File: src/rtl/mda_vram_if.sv
// Signal bundle between the MDA VRAM scheduler and its CRTC, CPU and VRAM neighbours.
// The slave side is the scheduler; the master side drives requests and models the RAM.
interface mda_vram_if;
    logic        char_start;
    logic        display_enable;
    logic [10:0] crtc_addr;
    logic        vsync;
    logic        cpu_req;
    logic        cpu_we;
    logic [11:0] cpu_addr;
    logic [7:0]  cpu_wdata;
    logic        cpu_ack;
    logic [7:0]  cpu_rdata;
    logic [11:0] vram_addr;
    logic        vram_we;
    logic [7:0]  vram_wdata;
    logic [7:0]  vram_rdata;
    logic [7:0]  char_byte;
    logic [7:0]  att_byte;
    logic        blink;
    logic        overrun;

    modport slave (
        input  char_start, display_enable, crtc_addr, vsync,
        input  cpu_req, cpu_we, cpu_addr, cpu_wdata, vram_rdata,
        output cpu_ack, cpu_rdata, vram_addr, vram_we, vram_wdata,
        output char_byte, att_byte, blink, overrun
    );

    modport master (
        output char_start, display_enable, crtc_addr, vsync,
        output cpu_req, cpu_we, cpu_addr, cpu_wdata, vram_rdata,
        input  cpu_ack, cpu_rdata, vram_addr, vram_we, vram_wdata,
        input  char_byte, att_byte, blink, overrun
    );
endinterface

File: src/rtl/mda_vram_sched.sv
// Single-port VRAM arbiter for an MDA-style display: interleaves char/attribute
// fetches with CPU accesses and derives the cursor/attribute blink from vsync.
module mda_vram_sched #(
    parameter int BLINK_FRAMES = 16
) (
    input  logic        clk,
    input  logic        rst_n,
    mda_vram_if.slave   bus
);

    typedef enum logic [1:0] {
        ISS_NONE = 2'd0,
        ISS_CHAR = 2'd1,
        ISS_ATT  = 2'd2,
        ISS_CPU  = 2'd3
    } issue_t;

    localparam logic [7:0] BLINK_LAST = 8'(BLINK_FRAMES - 1);

    issue_t      issue_reg;
    issue_t      issue_next;
    issue_t      tag_reg;
    logic        tag_we_reg;
    logic        cpu_busy_reg;
    logic [10:0] crtc_latch_reg;
    logic [7:0]  char_hold_reg;
    logic        overrun_next;

    logic [11:0] vram_addr_reg;
    logic        vram_we_reg;
    logic [7:0]  vram_wdata_reg;
    logic [7:0]  char_byte_reg;
    logic [7:0]  att_byte_reg;
    logic [7:0]  cpu_rdata_reg;
    logic        cpu_ack_reg;
    logic        overrun_reg;

    logic        vsync_meta_reg;
    logic        vsync_sync_reg;
    logic        vsync_prev_reg;
    logic [7:0]  blink_cnt_reg;
    logic        blink_reg;

    // An attribute fetch always follows its char fetch, so a CHAR issue last
    // cycle pre-empts both a new char_start and the CPU.
    always_comb begin
        issue_next = ISS_NONE;
        if (issue_reg == ISS_CHAR)
            issue_next = ISS_ATT;
        else if (bus.char_start && bus.display_enable)
            issue_next = ISS_CHAR;
        else if (bus.cpu_req && !cpu_busy_reg)
            issue_next = ISS_CPU;
    end

    assign overrun_next = bus.char_start && bus.display_enable && (issue_reg == ISS_CHAR);

    always_ff @(posedge clk or negedge rst_n) begin
        if (!rst_n) begin
            issue_reg      <= ISS_NONE;
            tag_reg        <= ISS_NONE;
            tag_we_reg     <= 1'b0;
            cpu_busy_reg   <= 1'b0;
            crtc_latch_reg <= '0;
            char_hold_reg  <= '0;
            vram_addr_reg  <= '0;
            vram_we_reg    <= 1'b0;
            vram_wdata_reg <= '0;
            char_byte_reg  <= '0;
            att_byte_reg   <= '0;
            cpu_rdata_reg  <= '0;
            cpu_ack_reg    <= 1'b0;
            overrun_reg    <= 1'b0;
        end else begin
            issue_reg   <= issue_next;
            tag_reg     <= issue_reg;
            tag_we_reg  <= vram_we_reg;
            overrun_reg <= overrun_next;
            cpu_ack_reg <= 1'b0;
            vram_we_reg <= 1'b0;

            // busy is still set while ack is high, so no grant collides with this clear
            if (cpu_ack_reg)
                cpu_busy_reg <= 1'b0;

            case (issue_next)
                ISS_CHAR: begin
                    vram_addr_reg  <= {bus.crtc_addr, 1'b0};
                    crtc_latch_reg <= bus.crtc_addr;
                end
                ISS_ATT: begin
                    vram_addr_reg <= {crtc_latch_reg, 1'b1};
                end
                ISS_CPU: begin
                    vram_addr_reg  <= bus.cpu_addr;
                    vram_we_reg    <= bus.cpu_we;
                    vram_wdata_reg <= bus.cpu_wdata;
                    cpu_busy_reg   <= 1'b1;
                end
                default: ;
            endcase

            // The char byte is parked until its attribute arrives so both update together.
            case (tag_reg)
                ISS_CHAR: char_hold_reg <= bus.vram_rdata;
                ISS_ATT: begin
                    char_byte_reg <= char_hold_reg;
                    att_byte_reg  <= bus.vram_rdata;
                end
                ISS_CPU: begin
                    cpu_ack_reg <= 1'b1;
                    if (!tag_we_reg)
                        cpu_rdata_reg <= bus.vram_rdata;
                end
                default: ;
            endcase
        end
    end

    always_ff @(posedge clk or negedge rst_n) begin
        if (!rst_n) begin
            vsync_meta_reg <= 1'b0;
            vsync_sync_reg <= 1'b0;
            vsync_prev_reg <= 1'b0;
            blink_cnt_reg  <= '0;
            blink_reg      <= 1'b0;
        end else begin
            vsync_meta_reg <= bus.vsync;
            vsync_sync_reg <= vsync_meta_reg;
            vsync_prev_reg <= vsync_sync_reg;
            if (vsync_sync_reg && !vsync_prev_reg) begin
                if (blink_cnt_reg == BLINK_LAST) begin
                    blink_cnt_reg <= '0;
                    blink_reg     <= ~blink_reg;
                end else begin
                    blink_cnt_reg <= blink_cnt_reg + 8'd1;
                end
            end
        end
    end

    assign bus.vram_addr  = vram_addr_reg;
    assign bus.vram_we    = vram_we_reg;
    assign bus.vram_wdata = vram_wdata_reg;
    assign bus.char_byte  = char_byte_reg;
    assign bus.att_byte   = att_byte_reg;
    assign bus.cpu_rdata  = cpu_rdata_reg;
    assign bus.cpu_ack    = cpu_ack_reg;
    assign bus.overrun    = overrun_reg;
    assign bus.blink      = blink_reg;

endmodule

File: src/flat_wrapper.sv
// flat-port wrapper written by rule: the top's interface ports become plain ports
module mda_vram_sched_flat 
#(
    parameter int BLINK_FRAMES = 16
)
  (clk, rst_n, bus_char_start, bus_display_enable, bus_crtc_addr, bus_vsync, bus_cpu_req, bus_cpu_we, bus_cpu_addr, bus_cpu_wdata, bus_vram_rdata, bus_cpu_ack, bus_cpu_rdata, bus_vram_addr, bus_vram_we, bus_vram_wdata, bus_char_byte, bus_att_byte, bus_blink, bus_overrun);
  mda_vram_if bus_i ();
  input  logic clk;
  input  logic rst_n;
  input wire logic [$bits(bus_i.char_start)-1:0] bus_char_start;
  input wire logic [$bits(bus_i.display_enable)-1:0] bus_display_enable;
  input wire logic [$bits(bus_i.crtc_addr)-1:0] bus_crtc_addr;
  input wire logic [$bits(bus_i.vsync)-1:0] bus_vsync;
  input wire logic [$bits(bus_i.cpu_req)-1:0] bus_cpu_req;
  input wire logic [$bits(bus_i.cpu_we)-1:0] bus_cpu_we;
  input wire logic [$bits(bus_i.cpu_addr)-1:0] bus_cpu_addr;
  input wire logic [$bits(bus_i.cpu_wdata)-1:0] bus_cpu_wdata;
  input wire logic [$bits(bus_i.vram_rdata)-1:0] bus_vram_rdata;
  output wire logic [$bits(bus_i.cpu_ack)-1:0] bus_cpu_ack;
  output wire logic [$bits(bus_i.cpu_rdata)-1:0] bus_cpu_rdata;
  output wire logic [$bits(bus_i.vram_addr)-1:0] bus_vram_addr;
  output wire logic [$bits(bus_i.vram_we)-1:0] bus_vram_we;
  output wire logic [$bits(bus_i.vram_wdata)-1:0] bus_vram_wdata;
  output wire logic [$bits(bus_i.char_byte)-1:0] bus_char_byte;
  output wire logic [$bits(bus_i.att_byte)-1:0] bus_att_byte;
  output wire logic [$bits(bus_i.blink)-1:0] bus_blink;
  output wire logic [$bits(bus_i.overrun)-1:0] bus_overrun;
  assign bus_i.char_start = bus_char_start;
  assign bus_i.display_enable = bus_display_enable;
  assign bus_i.crtc_addr = bus_crtc_addr;
  assign bus_i.vsync = bus_vsync;
  assign bus_i.cpu_req = bus_cpu_req;
  assign bus_i.cpu_we = bus_cpu_we;
  assign bus_i.cpu_addr = bus_cpu_addr;
  assign bus_i.cpu_wdata = bus_cpu_wdata;
  assign bus_i.vram_rdata = bus_vram_rdata;
  assign bus_cpu_ack = bus_i.cpu_ack;
  assign bus_cpu_rdata = bus_i.cpu_rdata;
  assign bus_vram_addr = bus_i.vram_addr;
  assign bus_vram_we = bus_i.vram_we;
  assign bus_vram_wdata = bus_i.vram_wdata;
  assign bus_char_byte = bus_i.char_byte;
  assign bus_att_byte = bus_i.att_byte;
  assign bus_blink = bus_i.blink;
  assign bus_overrun = bus_i.overrun;
  mda_vram_sched #(.BLINK_FRAMES(BLINK_FRAMES)) u_core (.clk(clk), .rst_n(rst_n), .bus(bus_i));
endmodule
File: config.mk
export PLATFORM = sky130hd
export DESIGN_NAME = mda_vram_sched_flat
export DESIGN_NICKNAME = d
export VERILOG_FILES = /design/src/rtl/mda_vram_if.sv /design/src/rtl/mda_vram_sched.sv /design/src/flat_wrapper.sv
export SDC_FILE = /design/constraint.sdc
export NUM_CORES = 1
export LEC_CHECK = 0
export BUFFER_PORTS_ARGS = -buffer_cell sky130_fd_sc_hd__buf_2
export CAP_MARGIN = 20
export CORE_ASPECT_RATIO = 1.75
export CORE_UTILIZATION = 47
export DETAILED_ROUTE_END_ITERATION = 16
export GPL_ROUTABILITY_DRIVEN = 1
export MAX_ROUTING_LAYER = met4
export PLACE_DENSITY = 0.78
export SYNTH_ARGS = -nofsm -noshare
export SYNTH_HDL_FRONTEND = slang
export SYNTH_SLANG_ARGS = --single-unit
File: constraint.sdc
create_clock -name clk -period 1.45 [get_ports clk]
set_input_delay 0.145 -clock clk [delete_from_list [all_inputs] [get_ports clk]]
set_output_delay 0.145 -clock clk [all_outputs]
set_load 0.05 [all_outputs]
Yosys cells after proc, flatten, opt, wreduce, memory -nomap -nowiden

Cells that the tools add are included.

RAM bits: 0
Latch bits: 0
Memories: 0
Output and inout bits: 48
Register bits: 84
Bits in read-only memories: 0

Shift operators: 0
Multiplexer cells: 9
Add/subtract/negate cells: 1
Multipliers: 0
Bitwise operators: 2
Divide/modulo/power cells: 0
Magnitude comparators: 0
Reduce and logical (&&, ||, !) cells: 10
Equality and inequality tests: 8

Operators by type and width:

| operator                                                         | number |
|---|---|
| 12-bit case mux with 3 select lines                              | 1 |
| 8-bit by 1-bit adder with 8-bit output (second input constant)   | 1 |
| 2-bit == test (second input constant)                            | 4 |
| 8-bit by 4-bit == test with 1-bit output (second input constant) | 1 |
| 8-bit two-way mux                                                | 1 |
| 2-bit by 1-bit == test with 1-bit output (second input constant) | 3 |
| 2-bit two-way mux                                                | 3 |
| 1-bit logical AND                                                | 4 |
| 1-bit two-way mux                                                | 4 |
| 2-bit AND reduction                                              | 2 |
| 3-bit nonzero test                                               | 1 |
| 1-bit logical NOT                                                | 2 |
| 1-bit NOT                                                        | 2 |
| 2-bit nonzero test                                               | 1 |

Longest topological paths before layout

Depth in word-level cells: 7
Gate-level depth with buffers: 4
Depth with buffers taken out: 4

Worst setup path after synthesis

OpenSTA, ideal clock, no wires.

Kind: register -> register
From: register u_core.issue_reg[0]
To: register u_core.vram_wdata_reg[0], in the netlist u_core.bus.vram_wdata[0]
Data arrival time: 1.313 ns
Path slack: 0.012 ns
Cell stages (with the launch flop): 5
Clock period less this slack: 1.438 ns
Cell sequence: dfrtp_1 nor2b_4 or3_1 buf_6 mux2_4

Cells in the longest elaborated chain, start to end: 3

Ends and longest elaborated chain:

| what                                     | RTL line             | RTL |
|---|---|---|
| start, declared                          | mda_vram_sched.sv:20 | `issue_t issue_reg;` |
| start signal, assigned                   | mda_vram_sched.sv:75 | `issue_reg <= issue_next;` |
| 2-bit by 1-bit == test with 1-bit output | mda_vram_sched.sv:48 | `if (issue_reg == ISS_CHAR)` |
| 2-bit two-way mux                        | mda_vram_sched.sv:48 |  |
| 2-bit == test                            | mda_vram_sched.sv:86 | `case (issue_next)` |
| end signal, assigned                     | mda_vram_sched.sv:97 | `vram_wdata_reg <= bus.cpu_wdata;` |
| end, declared                            | mda_vram_sched.sv:31 | `logic [7:0] vram_wdata_reg;` |

Every way passes these cells.
A chain may end at the register's enable or synchronous reset.

Final worst setup path

From: register u_core.issue_reg[0]
To: register u_core.vram_wdata_reg[4], in the netlist u_core.bus.vram_wdata[4]

The elaborated chain is that of the path after synthesis.

==> results.json <==
{
  "dieArea_sq_mm": 0.00769,
  "placed_area_sq_mm": 0.00413,
  "status": "complete, but fails checks",
  "drv_cap": 0,
  "whs_endpoint": "u_core.bus.vram_we$_DFF_PN0_",
  "yosysUniqueCellTypes": 32,
  "final.min_clock_period_ns": 1.49,
  "power_frac_clock": 0.220,
  "place_ws_ns": -0.0447,
  "cts_inserted_buffers": 9,
  "port_buffers": 93,
  "fillerInstances": 542,
  "synth.cell_area_sq_mm": 0.00345,
  "maxUsedRoutingLayer": "met4",
  "setup_ws_ns": -0.0369,
  "drt-wirelength-per-cell_microns": 17.1,
  "clockBufferDepth": 2,
  "endpoint_kind": "register",
  "drc": 0,
  "cts_max_level": 3,
  "r2r_start": "u_core.issue_reg[0]$_DFF_PN0_",
  "crit_path_max_fanout": 5,
  "synth_edf_count": 0,
  "path_clk_slew_ns": 0.06,
  "dr.pass1.iters": 4,
  "pwr-share-comb": 0.453,
  "cts_root_buf": "clkbuf_16",
  "grt_overflow": 0,
  "hpwlAfterDp_mm": 5.54,
  "synth_seq_area_share": 0.610,
  "cts_tree": "done",
  "met3_length_microns": 308,
  "num_antenna_cells": 0,
  "failed_checks": "setup timing",
  "gp_congestion": 0.773,
  "core_sq_mm": 0.00713,
  "yosysWarningCount": 0,
  "setup-violations-final": 8,
  "drive_gt1_frac": 0.505,
  "slew_violations": 0,
  "synth_nets": 307,
  "avgSynthCellArea_sq_um": 13.3,
  "synth_seq_cells": 84,
  "p_leak_nw": 2.24,
  "antenna_found_initial": 0,
  "utilization": 0.638,
  "ios": 94,
  "min_path_cells": 3,
  "yosysTopAreaCell": "dfrtp_1",
  "reg2reg_depth": 4,
  "cp_data_required_time_ns": 1.67,
  "ir_drop_uv": 1470,
  "fmax_mhz": 673,
  "vias": 2496,
  "r2r-end": "u_core.bus.vram_wdata[4]$_DFFE_PN0N_",
  "start_kind": "register",
  "synth_area_leaders": "dfrtp_1 61%, mux2_2 14%, o21ai_0 3.9%",
  "drt-initial-drc-count": 132,
  "powerDensity_mw_per_mm2": 2630,
  "synth_flop_cell": "dfrtp_1",
  "p_seq_frac": 0.327,
  "wirelength_mm": 7.98,
  "synth_top_area_share": 0.610,
  "finalPower_mw": 12.0,
  "ys_async_sr_fraction": 1.00,
  "grt_usage": 0.230,
  "row_count": 41,
  "grt_max_degree": 35,
  "hp-class": "input pin to register",
  "ant_nets": 0,
  "min_from": "bus_cpu_we",
  "area_growth_pct": 32.0,
  "grt_pass1_wl_mm": 12.4,
  "largest_reg_flops": 12,
  "period_share": 1.03,
  "synthCells": 260,
  "avgViaCountPerCell": 5.36,
  "worstPathArrival_ns": 1.71,
  "nets": 422,
  "r2r_setup_slack_ns": -0.04,
  "worstSkewPairLatency_ns": 0.34,
  "final_area_sq_mm": 0.00455,
  "wl_met1_mm": 2.83,
  "p_int_mw": 6.92,
  "wl_met2_mm": 4.63,
  "tightest_slew_ns": 0.460,
  "first_global_vias": 2602,
  "synth_most_common_cell": "dfrtp_1",
  "die_x_microns": 66.7,
  "synthTopCellsByCount": "84 x dfrtp_1, 43 x mux2_2, 27 x o21ai_0",
  "rsz0062_at_grt": "true",
  "worstSetupPathType": "register to register",
  "start_util": 0.483,
  "clock-sinks": 84,
  "switching_share": 0.422,
  "relSlewSlack": 0.693,
  "fp.dieH_microns": 115,
  "hold_viol": 0,
  "p_sw_mw": 5.06,
  "clock_skew_ns": 0.00426
}
-- per-layer routing --
layer | vias to the layer above | GRT usage
li1 | 1146 | -
met1 | 1262 | 0.228
met2 | 72 | 0.411
met3 | 16 | 0.0506
met4 | 0 | 0.112
met5 | - | -
-- stage by stage --
step,hold WS [ns],setup TNS [ns],std cells
2_1_floorplan,-0.151,0,260
3_3_place_gp,0.120,-0.0611,445
5_1_grt,0.0345,-0.452,466
4_1_cts,0.000127,-0.190,463
6_report,0.0126,-0.199,466
3_5_place_dp,0.125,-0.262,445
-- area by class of cell --
cell class,count,area (sq um),share of cell area
Timing Repair Buffer,118,697,0.153
Inverter,6,22.5,0.00495
Sequential cell,84,2100,0.462
Tap cell,86,108,0.0236
Clock inverter,6,109,0.0239
Multi-Input combinational cell,156,1270,0.280
Clock buffer,10,239,0.0525
-- critical path: stages, from the launching register on --
cell and delay (ns):
dfrtp_1 0.39, nor2b_4 0.13, or3_4 0.40, buf_6 0.15, mux2_4 0.30
-- logic make-up (layout without fill, tap and decap cells) --
logic type                 count (synthesis)  after routing  share of synthesized area
and+or+nand+nor                           56             56                     0.0995
adders and majority gates                  1              1                    0.00363
buffers and inverters                     20            140                     0.0258
muxes                                     52             52                      0.178
xor gates and xnor gates                   5              5                     0.0127
AOI/OAI and AO/OA                         42             42                     0.0704
DFF                                       84             84                      0.610
-- cells in the final DEF, fill, tap and decap left out, types with 2 or more instances in the layout --
master | netlist | routed
nand2b_1 | 5 | 4
nand2_1 | 20 | 20
clkbuf_16 | 0 | 9
a211oi_1 | 11 | 11
inv_1 | 6 | 6
dfrtp_1 | 84 | 84
buf_12 | 0 | 2
buf_4 | 0 | 19
nor3_1 | 2 | 2
mux2_4 | 8 | 8
buf_2 | 5 | 92
o211ai_1 | 2 | 2
buf_6 | 1 | 3
bufinv_16 | 0 | 3
o21ai_0 | 27 | 27
nand3_1 | 3 | 3
and3b_1 | 11 | 11
xor2_1 | 4 | 4
clkinv_2 | 0 | 2
nor4_1 | 2 | 2
dlygate4sd3_1 | 0 | 2
or4_1 | 2 | 2
nor2_1 | 3 | 2
mux2_2 | 43 | 43
-- worst max path at each step --
stage | start | end | slack [ns]
final | u_core.issue_reg[0]$_DFF_PN0_ | u_core.bus.vram_wdata[4]$_DFFE_PN0N_ | -0.04
after global routing | u_core.issue_reg[0]$_DFF_PN0_ | u_core.bus.vram_wdata[7]$_DFFE_PN0N_ | -0.07
after CTS | u_core.issue_reg[0]$_DFF_PN0_ | u_core.bus.vram_wdata[4]$_DFFE_PN0N_ | -0.03
after detailed placement | u_core.issue_reg[0]$_DFF_PN0_ | u_core.bus.vram_wdata[4]$_DFFE_PN0N_ | -0.04
after global placement | u_core.issue_reg[0]$_DFF_PN0_ | u_core.bus.vram_wdata[0]$_DFFE_PN0N_ | -0.008
after floorplan | u_core.issue_reg[0]$_DFF_PN0_ | u_core.bus.vram_wdata[0]$_DFFE_PN0N_ | 0.01
-- power groups by stage --
stage	logic, mW	registers [mW]	clock network, mW
2_1_floorplan	1.70	6.17	0
3_3_place_gp	5.24	3.87	0
3_5_place_dp	5.38	3.93	0
4_1_cts	5.41	3.91	2.69
5_1_grt	5.74	4.03	2.78
6_report	5.43	3.91	2.64
-- timing repair --
| item | 4_1_cts | 5_1_grt |
|---|---|---|
| buffers inserted | 0 | 2 |
| gates resized for setup | 2 | 8 |
| endpoints found under the setup margin | 15 | 26 |
| cloned | 0 | 1 |
| endpoints found under the hold margin | 32 | 0 |
| hold buffers | 2 | 0 |
(Power assumes the default switching activity.)
